File: src/rtl/booth_pkg.sv
// Shared types and default sizing for the Booth multiplier issue controller.
package booth_pkg;

    localparam int unsigned W_DEFAULT       = 32;
    localparam int unsigned DEPTH_DEFAULT   = 4;
    localparam int unsigned TAG_W_DEFAULT   = 4;
    localparam int unsigned TIMEOUT_DEFAULT = 40;

    typedef enum logic [1:0] {
        ST_IDLE     = 2'd0,
        ST_LAUNCH   = 2'd1,
        ST_RUN      = 2'd2,
        ST_WAIT_OUT = 2'd3
    } state_e;

endpackage

File: src/rtl/booth_op_fifo.sv
// Synchronous operand FIFO with registered full/empty derived from
// extended (MSB-wrap) read/write pointers.
module booth_op_fifo
    import booth_pkg::*;
#(
    parameter int unsigned DW    = 2 * W_DEFAULT + TAG_W_DEFAULT,
    parameter int unsigned DEPTH = DEPTH_DEFAULT
) (
    input  logic          clk,
    input  logic          rst,
    input  logic          push,
    input  logic [DW-1:0] wdata,
    input  logic          pop,
    output logic [DW-1:0] rdata,
    output logic          full,
    output logic          empty
);

    localparam int unsigned AW = $clog2(DEPTH);
    localparam int unsigned PW = AW + 1;

    logic [DW-1:0] mem_q [DEPTH];
    logic [PW-1:0] wr_ptr_q, wr_ptr_d;
    logic [PW-1:0] rd_ptr_q, rd_ptr_d;
    logic          full_q, full_d;
    logic          empty_q, empty_d;
    logic          push_ok, pop_ok;

    always_comb begin
        push_ok  = push && !full_q;
        pop_ok   = pop && !empty_q;
        wr_ptr_d = wr_ptr_q + PW'(push_ok);
        rd_ptr_d = rd_ptr_q + PW'(pop_ok);
        // Flags are computed from the next pointers so they can be registered.
        empty_d  = (wr_ptr_d == rd_ptr_d);
        full_d   = (wr_ptr_d[PW-1] != rd_ptr_d[PW-1]) &&
                   (wr_ptr_d[AW-1:0] == rd_ptr_d[AW-1:0]);
    end

    always_ff @(posedge clk) begin
        if (rst) begin
            wr_ptr_q <= '0;
            rd_ptr_q <= '0;
            full_q   <= 1'b0;
            empty_q  <= 1'b1;
        end else begin
            wr_ptr_q <= wr_ptr_d;
            rd_ptr_q <= rd_ptr_d;
            full_q   <= full_d;
            empty_q  <= empty_d;
        end
    end

    always_ff @(posedge clk) begin
        if (push_ok) begin
            mem_q[wr_ptr_q[AW-1:0]] <= wdata;
        end
    end

    assign rdata = mem_q[rd_ptr_q[AW-1:0]];
    assign full  = full_q;
    assign empty = empty_q;

endmodule

File: src/rtl/booth_issue_ctrl.sv
// Issue/retire wrapper around a sequential radix-2 Booth multiplier.
// Optional RUN-state watchdog enabled by defining BOOTH_TIMEOUT_EN.
module booth_issue_ctrl
    import booth_pkg::*;
#(
    parameter int unsigned W     = W_DEFAULT,
    parameter int unsigned DEPTH = DEPTH_DEFAULT,
    parameter int unsigned TAG_W = TAG_W_DEFAULT
`ifdef BOOTH_TIMEOUT_EN
   ,parameter int unsigned TIMEOUT = TIMEOUT_DEFAULT
`endif
) (
    input  logic             clk,
    input  logic             rst,
    input  logic             in_valid,
    output logic             in_ready,
    input  logic [W-1:0]     in_M,
    input  logic [W-1:0]     in_m,
    input  logic [TAG_W-1:0] in_tag,
    output logic             mul_rst,
    output logic [W-1:0]     mul_M,
    output logic [W-1:0]     mul_m,
    input  logic [2*W-1:0]   mul_result,
    input  logic             mul_done,
    output logic             out_valid,
    input  logic             out_ready,
    output logic [2*W-1:0]   out_result,
    output logic [TAG_W-1:0] out_tag,
    output logic             out_err,
    output logic             busy
);

    localparam int unsigned DW = 2 * W + TAG_W;

    logic          fifo_push, fifo_pop, fifo_full, fifo_empty;
    logic [DW-1:0] fifo_rdata;

    state_e           state_q, state_d;
    logic [W-1:0]     op_M_q, op_M_d, op_m_q, op_m_d;
    logic [TAG_W-1:0] op_tag_q, op_tag_d;
    logic             out_valid_q, out_valid_d;
    logic [2*W-1:0]   out_result_q, out_result_d;
    logic [TAG_W-1:0] out_tag_q, out_tag_d;
    logic             out_free, run_done, res_err;

`ifdef BOOTH_TIMEOUT_EN
    localparam int unsigned CNT_W = $clog2(TIMEOUT + 1);
    logic [CNT_W-1:0] cnt_q, cnt_d;
    logic             err_pend_q, err_pend_d;
    logic             out_err_q, out_err_d;
`endif

    assign in_ready  = !fifo_full && !rst;
    assign fifo_push = in_valid && in_ready;

    booth_op_fifo #(
        .DW    (DW),
        .DEPTH (DEPTH)
    ) u_fifo (
        .clk   (clk),
        .rst   (rst),
        .push  (fifo_push),
        .wdata ({in_M, in_m, in_tag}),
        .pop   (fifo_pop),
        .rdata (fifo_rdata),
        .full  (fifo_full),
        .empty (fifo_empty)
    );

    always_comb begin
        state_d      = state_q;
        op_M_d       = op_M_q;
        op_m_d       = op_m_q;
        op_tag_d     = op_tag_q;
        out_valid_d  = out_valid_q && !out_ready;
        out_result_d = out_result_q;
        out_tag_d    = out_tag_q;
        out_free     = !out_valid_q || out_ready;
        fifo_pop     = 1'b0;
        run_done     = 1'b0;
        res_err      = 1'b0;
`ifdef BOOTH_TIMEOUT_EN
        cnt_d        = cnt_q;
        err_pend_d   = err_pend_q;
        out_err_d    = out_err_q && !out_ready;
`endif
        case (state_q)
            ST_IDLE: begin
                if (!fifo_empty) begin
                    fifo_pop                     = 1'b1;
                    {op_M_d, op_m_d, op_tag_d}   = fifo_rdata;
                    state_d                      = ST_LAUNCH;
                end
            end
            ST_LAUNCH: begin
                state_d = ST_RUN;
`ifdef BOOTH_TIMEOUT_EN
                cnt_d   = '0;
`endif
            end
            ST_RUN: begin
                run_done = mul_done;
`ifdef BOOTH_TIMEOUT_EN
                cnt_d = cnt_q + 1'b1;
                if (!mul_done && (cnt_q == CNT_W'(TIMEOUT - 1))) begin
                    run_done = 1'b1;
                    res_err  = 1'b1;
                end
                err_pend_d = res_err;
`endif
                if (run_done) begin
                    state_d = ST_WAIT_OUT;
                end
            end
            ST_WAIT_OUT: begin
                // The multiplier holds its result here, so retiring simply waits for the slot.
                run_done = 1'b1;
`ifdef BOOTH_TIMEOUT_EN
                res_err  = err_pend_q;
`endif
            end
            default: state_d = ST_IDLE;
        endcase

        if (run_done && out_free) begin
            out_valid_d  = 1'b1;
            out_result_d = res_err ? '0 : mul_result;
            out_tag_d    = op_tag_q;
            state_d      = ST_IDLE;
`ifdef BOOTH_TIMEOUT_EN
            out_err_d    = res_err;
`endif
        end
    end

    always_ff @(posedge clk) begin
        if (rst) begin
            state_q      <= ST_IDLE;
            op_M_q       <= '0;
            op_m_q       <= '0;
            op_tag_q     <= '0;
            out_valid_q  <= 1'b0;
            out_result_q <= '0;
            out_tag_q    <= '0;
`ifdef BOOTH_TIMEOUT_EN
            cnt_q        <= '0;
            err_pend_q   <= 1'b0;
            out_err_q    <= 1'b0;
`endif
        end else begin
            state_q      <= state_d;
            op_M_q       <= op_M_d;
            op_m_q       <= op_m_d;
            op_tag_q     <= op_tag_d;
            out_valid_q  <= out_valid_d;
            out_result_q <= out_result_d;
            out_tag_q    <= out_tag_d;
`ifdef BOOTH_TIMEOUT_EN
            cnt_q        <= cnt_d;
            err_pend_q   <= err_pend_d;
            out_err_q    <= out_err_d;
`endif
        end
    end

    assign mul_rst    = rst || (state_q == ST_IDLE) || (state_q == ST_LAUNCH);
    assign mul_M      = op_M_q;
    assign mul_m      = op_m_q;
    assign out_valid  = out_valid_q;
    assign out_result = out_result_q;
    assign out_tag    = out_tag_q;
    assign busy       = !fifo_empty || (state_q != ST_IDLE) || out_valid_q;
`ifdef BOOTH_TIMEOUT_EN
    assign out_err    = out_err_q;
`else
    assign out_err    = 1'b0;
`endif

endmodule
File: config.mk
export PLATFORM = sky130hd
export DESIGN_NAME = booth_issue_ctrl
export DESIGN_NICKNAME = d
export VERILOG_FILES = /design/src/rtl/booth_pkg.sv /design/src/rtl/booth_op_fifo.sv /design/src/rtl/booth_issue_ctrl.sv
export SDC_FILE = /design/constraint.sdc
export NUM_CORES = 1
export LEC_CHECK = 0
export ABC_AREA = 1
export CORE_MARGIN = 5
export CORE_UTILIZATION = 50
export CTS_CLUSTER_SIZE = 12
export DETAILED_ROUTE_END_ITERATION = 12
export HOLD_SLACK_MARGIN = 0.06
export PLACE_DENSITY_LB_ADDON = 0.12
export SLEW_MARGIN = 40
export SYNTH_ARGS = -nofsm -noshare
export SYNTH_HDL_FRONTEND = slang
export SYNTH_HIERARCHICAL = 1
export SYNTH_SLANG_ARGS = --single-unit
File: constraint.sdc
create_clock -name clk -period 8.3 [get_ports clk]
set_input_delay 0.83 -clock clk [delete_from_list [all_inputs] [get_ports clk]]
set_output_delay 0.83 -clock clk [all_outputs]
set_load 0.02 [all_outputs]
# ---- Word-level counts from Yosys, hierarchy flattened
# Memories as Yosys holds them, arrays and structs flattened. A register that Yosys moved wholly into a read port is not among the register bits.
# Cells that the tools add are included.
dict set report totals {
  input_bits 137
  n_memories 1
  word_cells 52
  ff_bits 79
  ramBits 272
}
# memory words width rd rd_clocked_by_memory_dff write_ports line_no
set mem_list {}
lappend mem_list {u_fifo.mem_q 4 68 1 1 1 booth_op_fifo.sv:22} ;# logic [DW-1:0] mem_q [DEPTH];
dict set report op_classes {
  n_reduce_logical 23
  eq_ne 8
  muxes 9
  add_sub_neg 2
  bitwise_logic 1
}
# op count
set op_table {}
lappend op_table {{$logic_and 1x1->1} 7}
lappend op_table {{$add 3x1->3} 2}
lappend op_table {{$pmux 2 s3} 1}
lappend op_table {{$logic_not 1->1} 5}
lappend op_table {{$logic_or 1x1->1} 5}
lappend op_table {{$mux 1} 5}
lappend op_table {{$eq 2x2->1 const B} 2}
lappend op_table {{$mux 2} 2}
lappend op_table {{$ne 2x2->1 const B} 2}
lappend op_table {{$eq 3x3->1} 1}
lappend op_table {{$reduce_and 3->1} 1}
lappend op_table {{$reduce_bool 3->1} 1}
lappend op_table {{$eq 2x1->1 const B} 1}
lappend op_table {{$eq 2x2->1} 1}
lappend op_table {{$logic_not 2->1} 1}
lappend op_table {{$pmux 1 s2} 1}
lappend op_table {{$reduce_and 2->1} 1}
lappend op_table {{$reduce_bool 2->1} 1}
lappend op_table {{$reduce_or 2->1} 1}
lappend op_table {{$ne 1x1->1} 1}
lappend op_table {{$not 1->1} 1}

# ---- Logic depth before layout (Yosys ltp)
dict set report logic_depth {
  word_depth 7
  depth_mapped 15
  depth_no_buf 14
}

# ---- Hierarchy
# The synthesis kept the hierarchy.
# mod seq_area_each_um2 area_per_inst_um2 n_inst cells_per_inst
set by_module_without_submodules {}
lappend by_module_without_submodules {booth_op_fifo 8328.0 10473.8 1 723}
lappend by_module_without_submodules {booth_issue_ctrl 2782.7 5162.5 1 632}

# ---- Worst setup path after synthesis
# No wires, ideal clock.
dict set report synth_timing {
  path_kind {input to register}
  from {in rst}
  to {mem u_fifo/mem_q[0][0] in the netlist's numbering, enable pin}
  setup_ns 0.578
  required_ns 7.722
  setup_slack_ns 1.695
  path_stages 6
  n_path_buf 1
  t_arrival_ns 6.026
  path_cell_list {clkbuf_1 -> nor3b_1 -> inv_1 -> nor2_1 -> inv_1 -> nor3_1}
}
dict set report synth_between {
  elab_chain_cells 6
}
# element line_no
set synth_rtl {}
lappend synth_rtl {{start, declared} booth_issue_ctrl.sv:14} ;# input logic rst,
lappend synth_rtl {{$logic_not 1->1} booth_issue_ctrl.sv:53} ;# assign in_ready = !fifo_full && !rst;
lappend synth_rtl {{$logic_and 1x1->1} booth_issue_ctrl.sv:53}
lappend synth_rtl {{$logic_and 1x1->1} booth_issue_ctrl.sv:54} ;# assign fifo_push = in_valid && in_ready;
lappend synth_rtl {{named net fifo_push} booth_issue_ctrl.sv:35} ;# logic fifo_push, fifo_pop, fifo_full, fifo_empty;
lappend synth_rtl {{$logic_and 1x1->1} booth_op_fifo.sv:30} ;# push_ok = push && !full_q;
lappend synth_rtl {{$mux 1} booth_op_fifo.sv:55} ;# if (push_ok) begin
lappend synth_rtl {{$mux 1 (implied by the code)} booth_op_fifo.sv:56} ;# mem_q[wr_ptr_q[AW-1:0]] <= wdata;
lappend synth_rtl {{end, declared} booth_op_fifo.sv:22}
# The timed path passes the listed nets, and every way through them passes these cells.

# ---- Worst setup path after layout
dict set report layout_timing {
  from {in rst}
  to {out mul_rst}
}
dict set report layout_between {
  elab_chain_cells 2
}
# element line_no
set layout_rtl {}
lappend layout_rtl {{$logic_or 1x1->1 (2 in series)} booth_issue_ctrl.sv:166} ;# assign mul_rst = rst || (state_q == ST_IDLE) || (state_q == ST_LAUNCH);
lappend layout_rtl {{end, declared} booth_issue_ctrl.sv:20} ;# output logic mul_rst,
# No other way between the ends.

==> out/summary.txt <==
========================================================================================================
Cell area after synthesis                                                                    15,600 um^2
Number of buffers on the longest clock path                                                            3
Number of distinct library cells after synthesis                                                      30
Hold WC Path Type                                                                             reg -> reg
Number of optimization iterations in the first detailed-route pass                                     4
Cell type with the largest total area after synthesis                                           edfxtp_1
R2R depth                                                                                             16
Routed wire per std cell                                                                         18.6 um
Worst slew margin relative to its limit                                                            43.4%
Number of instances in the synthesized netlist                                                     1,355
GR Layer Usage met2                                                                                33.5%
# resized after CTS                                                                                    0
Initial standard-cell utilization of the core                                                      50.9%
Input/output buffers                                                                                 272
Number of nets still failing antenna checks after routing                                              0
Power density over the cells                                                                 269 nW/um^2
Critical R2R Capture                                                                        u_fifo/empty
Final setup violating endpoints                                                                        0
Async SR Flop Fraction                                                                                0%
# DRC                                                                                                  0
Via-per-instance ratio                                                                              5.29
Critical path class                                                                            in -> out
Clock sinks                                                                                          419
Required time of the worst setup path                                                            7470 ps
Share of synthesized area occupied by flip-flops and latches                                       71.1%
Dpl hpwl                                                                                         21.7 mm
Maximum number of pins on one net before global-route repair                                         137
Worst clock skew on the final layout                                                             19.5 ps
Insertion delay to the later sink of the worst-skew pair                                          540 ps
Total congestion overflow                                                                              0
Cells along the critical path                                                               buf_2 -> buf_4 -> inv_2 -> nand2_1 -> clkdlybuf4s50_1
End of the worst hold path                                                                    out_tag[3]
Hold path cells                                                                                        2
Primary FF master, synth                                                                        edfxtp_1
Flops & latches, synth                                                                               419
Net count of the mapped netlist                                                                    1,501
Nature of the critical path startpoint                                                        input port
Avg Inst Size Synth                                                                            11.5 um^2
Fin Setup TNS                                                                                       0 ps
RSZ-0062 raised after global routing                                                               false
Number of flops mapped to enable cells by yosys                                                      272
Fraction of final layout cells with drive strength greater than 1                                  5.03%
Final Routed Wirelength                                                                          37.7 mm
Total via count after detailed routing                                                            10,700
Global-route track usage on met3                                                                   4.70%
Row count                                                                                             64
Clock tree from TritonCTS                                                                           done
Die footprint                                                                                34,900 um^2
Number of filler cells placed in the layout                                                        2,451
Antenna violations before repair                                                                       6
CTS H-Tree Depth                                                                                       2
Global routing's busiest layer                                                                      met2
Area of the core region                                                                      30,700 um^2
Slew at the pin closest to its max-slew limit                                                     849 ps
Worst IR drop on VDD                                                                            0.176 mV
Synthesis warning total                                                                                6
Portion of the clock cycle consumed by the worst path in the final layout                          36.7%
Number of post-CTS setup repair buffers                                                                0
Maximum operating frequency                                                                      329 MHz
Leak pwr                                                                                         6.81 nW
Horizontal extent of the die                                                                      187 um
Area overhead of the layout relative to synthesis                                                  26.4%
Reg-to-reg critical path startpoint                                                           state_q[0]
Final slew viol count                                                                                  0
CP Capture Type                                                                              output port
Ranking of synthesized cells by area                                                        edfxtp_1 (52%), dfxtp_1 (19%), nor2_1 (9.9%)
Via count of the first global-routing pass                                                        10,500
Gpl congestion                                                                                     0.812
Number of clock buffers inserted by TritonCTS                                                         43
Overall die height                                                                                187 um
Crit Path Max Fanout                                                                                  75
Wire length of the first global-routing pass                                                     58.9 mm
Final Worst Setup Slack                                                                          5260 ps
Worst path max stage delay                                                                        610 ps
Hold Path Origin                                                                              out_tag[3]
Count of routing violations after the opening detailed-route iteration                               671
Slowest-stage cell, CP                                                                      clkdlybuf4s50_1
Routing usage on met1                                                                              28.4%
Number of hold-slack violations in the final timing report                                             0
Place WS                                                                                         4820 ps
Number of max-cap violations                                                                           0
GRT Total Usage                                                                                    20.8%
Nets@finish                                                                                        1,743
Root buf cell                                                                                  clkbuf_16
Number of top-level design ports                                                                     274
Total of hold buffers inserted after clock tree synthesis                                              0
Result of the run                                                                              completed
Post-CTS clock slew at the launch and capture registers of the worst setup and hold paths          50 ps
Setup slack of the worst register-to-register path                                               5430 ps
Data arrival time at the worst-slack endpoint                                                    2210 ps
Clock period minus worst slack                                                                   3040 ps
Proportion of netlist area held by the largest area contributor                                    52.2%
========================================================================================================
[kinds of logic after synthesis]
family	synth area share [%]
fa+ha+maj	0.720
simple gates	11.5
buf+inv	4.16
other cells	0.0240
flops	71.1
compound gates	12.6
[per-layer routing]
| layer | part of all wire, % | vias to the layer above |
|---|---|---|
| li1 | - | 5208 |
| met1 | 45 | 5094 |
| met2 | 46 | 361 |
| met3 | 6.6 | 63 |
| met4 | 2.2 | 8 |
| met5 | 0.15 | - |
[Yosys cell counts, types with 6 or more instances]
| library cell | n |
|---|---|
| nor2_1 | 412 |
| edfxtp_1 | 272 |
| o21ai_0 | 199 |
| dfxtp_1 | 147 |
| o22ai_1 | 68 |
| o21bai_1 | 64 |
| nand2_1 | 35 |
| clkbuf_1 | 29 |
| inv_1 | 25 |
| buf_2 | 23 |
| buf_6 | 17 |
| clkbuf_2 | 9 |
| ha_1 | 9 |
| buf_4 | 7 |
| a21oi_1 | 6 |
| nand3_1 | 6 |
[power breakdown]
group	switching [mW]	internal (mW)
clock	0.746	1.01
sequential	0.0893	2.40
combinational	0.615	0.455
[metrics by stage]
step                      power, mW  area, um^2  hold WS [ps]  std cells  utilization, %
after detailed placement       3.62       18400           462       1947            60.0
after floorplan                3.14       15600           430       1355               -
final                          5.32       19800           470       2029            64.3
after global placement         3.60       18400           451       1947            59.9
after CTS                      5.37       19700           477       2026            64.2
after global routing           5.57       19800           502       2029            64.3
[worst max path at each step]
stage,startpoint,end,slack [ps],depth (start not counted)
global route,state_q[0],u_fifo/full,5140,16
detailed placement,rst,u_fifo/mem_q[3][10],4820,8
global placement,rst,u_fifo/mem_q[3][10],4600,8
CTS,state_q[0],u_fifo/empty,5200,16
floorplan,rst,u_fifo/mem_q[0][0],1700,6
finish,rst,mul_rst,5260,5
[critical path, delay by kind of cell]
family                 cells  cell delay [ps]
buffers and inverters      4             1260
and+or+nand+nor            1              110
[area by class of cell]
type | count | area [um^2] | area share [%]
antenna | 2 | 5.00 | 0.0253
clock buffer | 67 | 1220 | 6.16
timing repair buffer | 284 | 2840 | 14.4
sequential | 419 | 11100 | 56.3
inverter | 30 | 125 | 0.633
multi-input combinational | 819 | 3890 | 19.7
clock inverter | 12 | 65.1 | 0.329
tap | 396 | 495 | 2.51
[sequential cells by signal, indices dropped and copies added (netlist names)]
name and flops:
u_fifo/rd_ptr_q 3, u_fifo/full 1, out_tag 4, state_q 2, u_fifo/empty 1, mul_m 32
op_tag_q 4, mul_M 32, u_fifo/mem_q 272, out_result 64, u_fifo/wr_ptr_q 3, out_valid 1
[placed cells by master, fill, tap and decap left out, types with 6 or more instances in the layout]
cell	synthesis	routed
a21oi_1	6	6
buf_4	7	6
clkbuf_1	29	20
clkbuf_16	0	44
clkdlybuf4s50_1	0	271
clkinv_1	0	8
dfxtp_1	147	145
edfxtp_1	272	272
ha_1	9	9
inv_1	25	24
nand2_1	35	35
nand3_1	6	6
nor2_1	412	412
o21ai_0	199	199
o21bai_1	64	64
o22ai_1	68	68
Note: power is estimated with default switching activity, not from simulation.
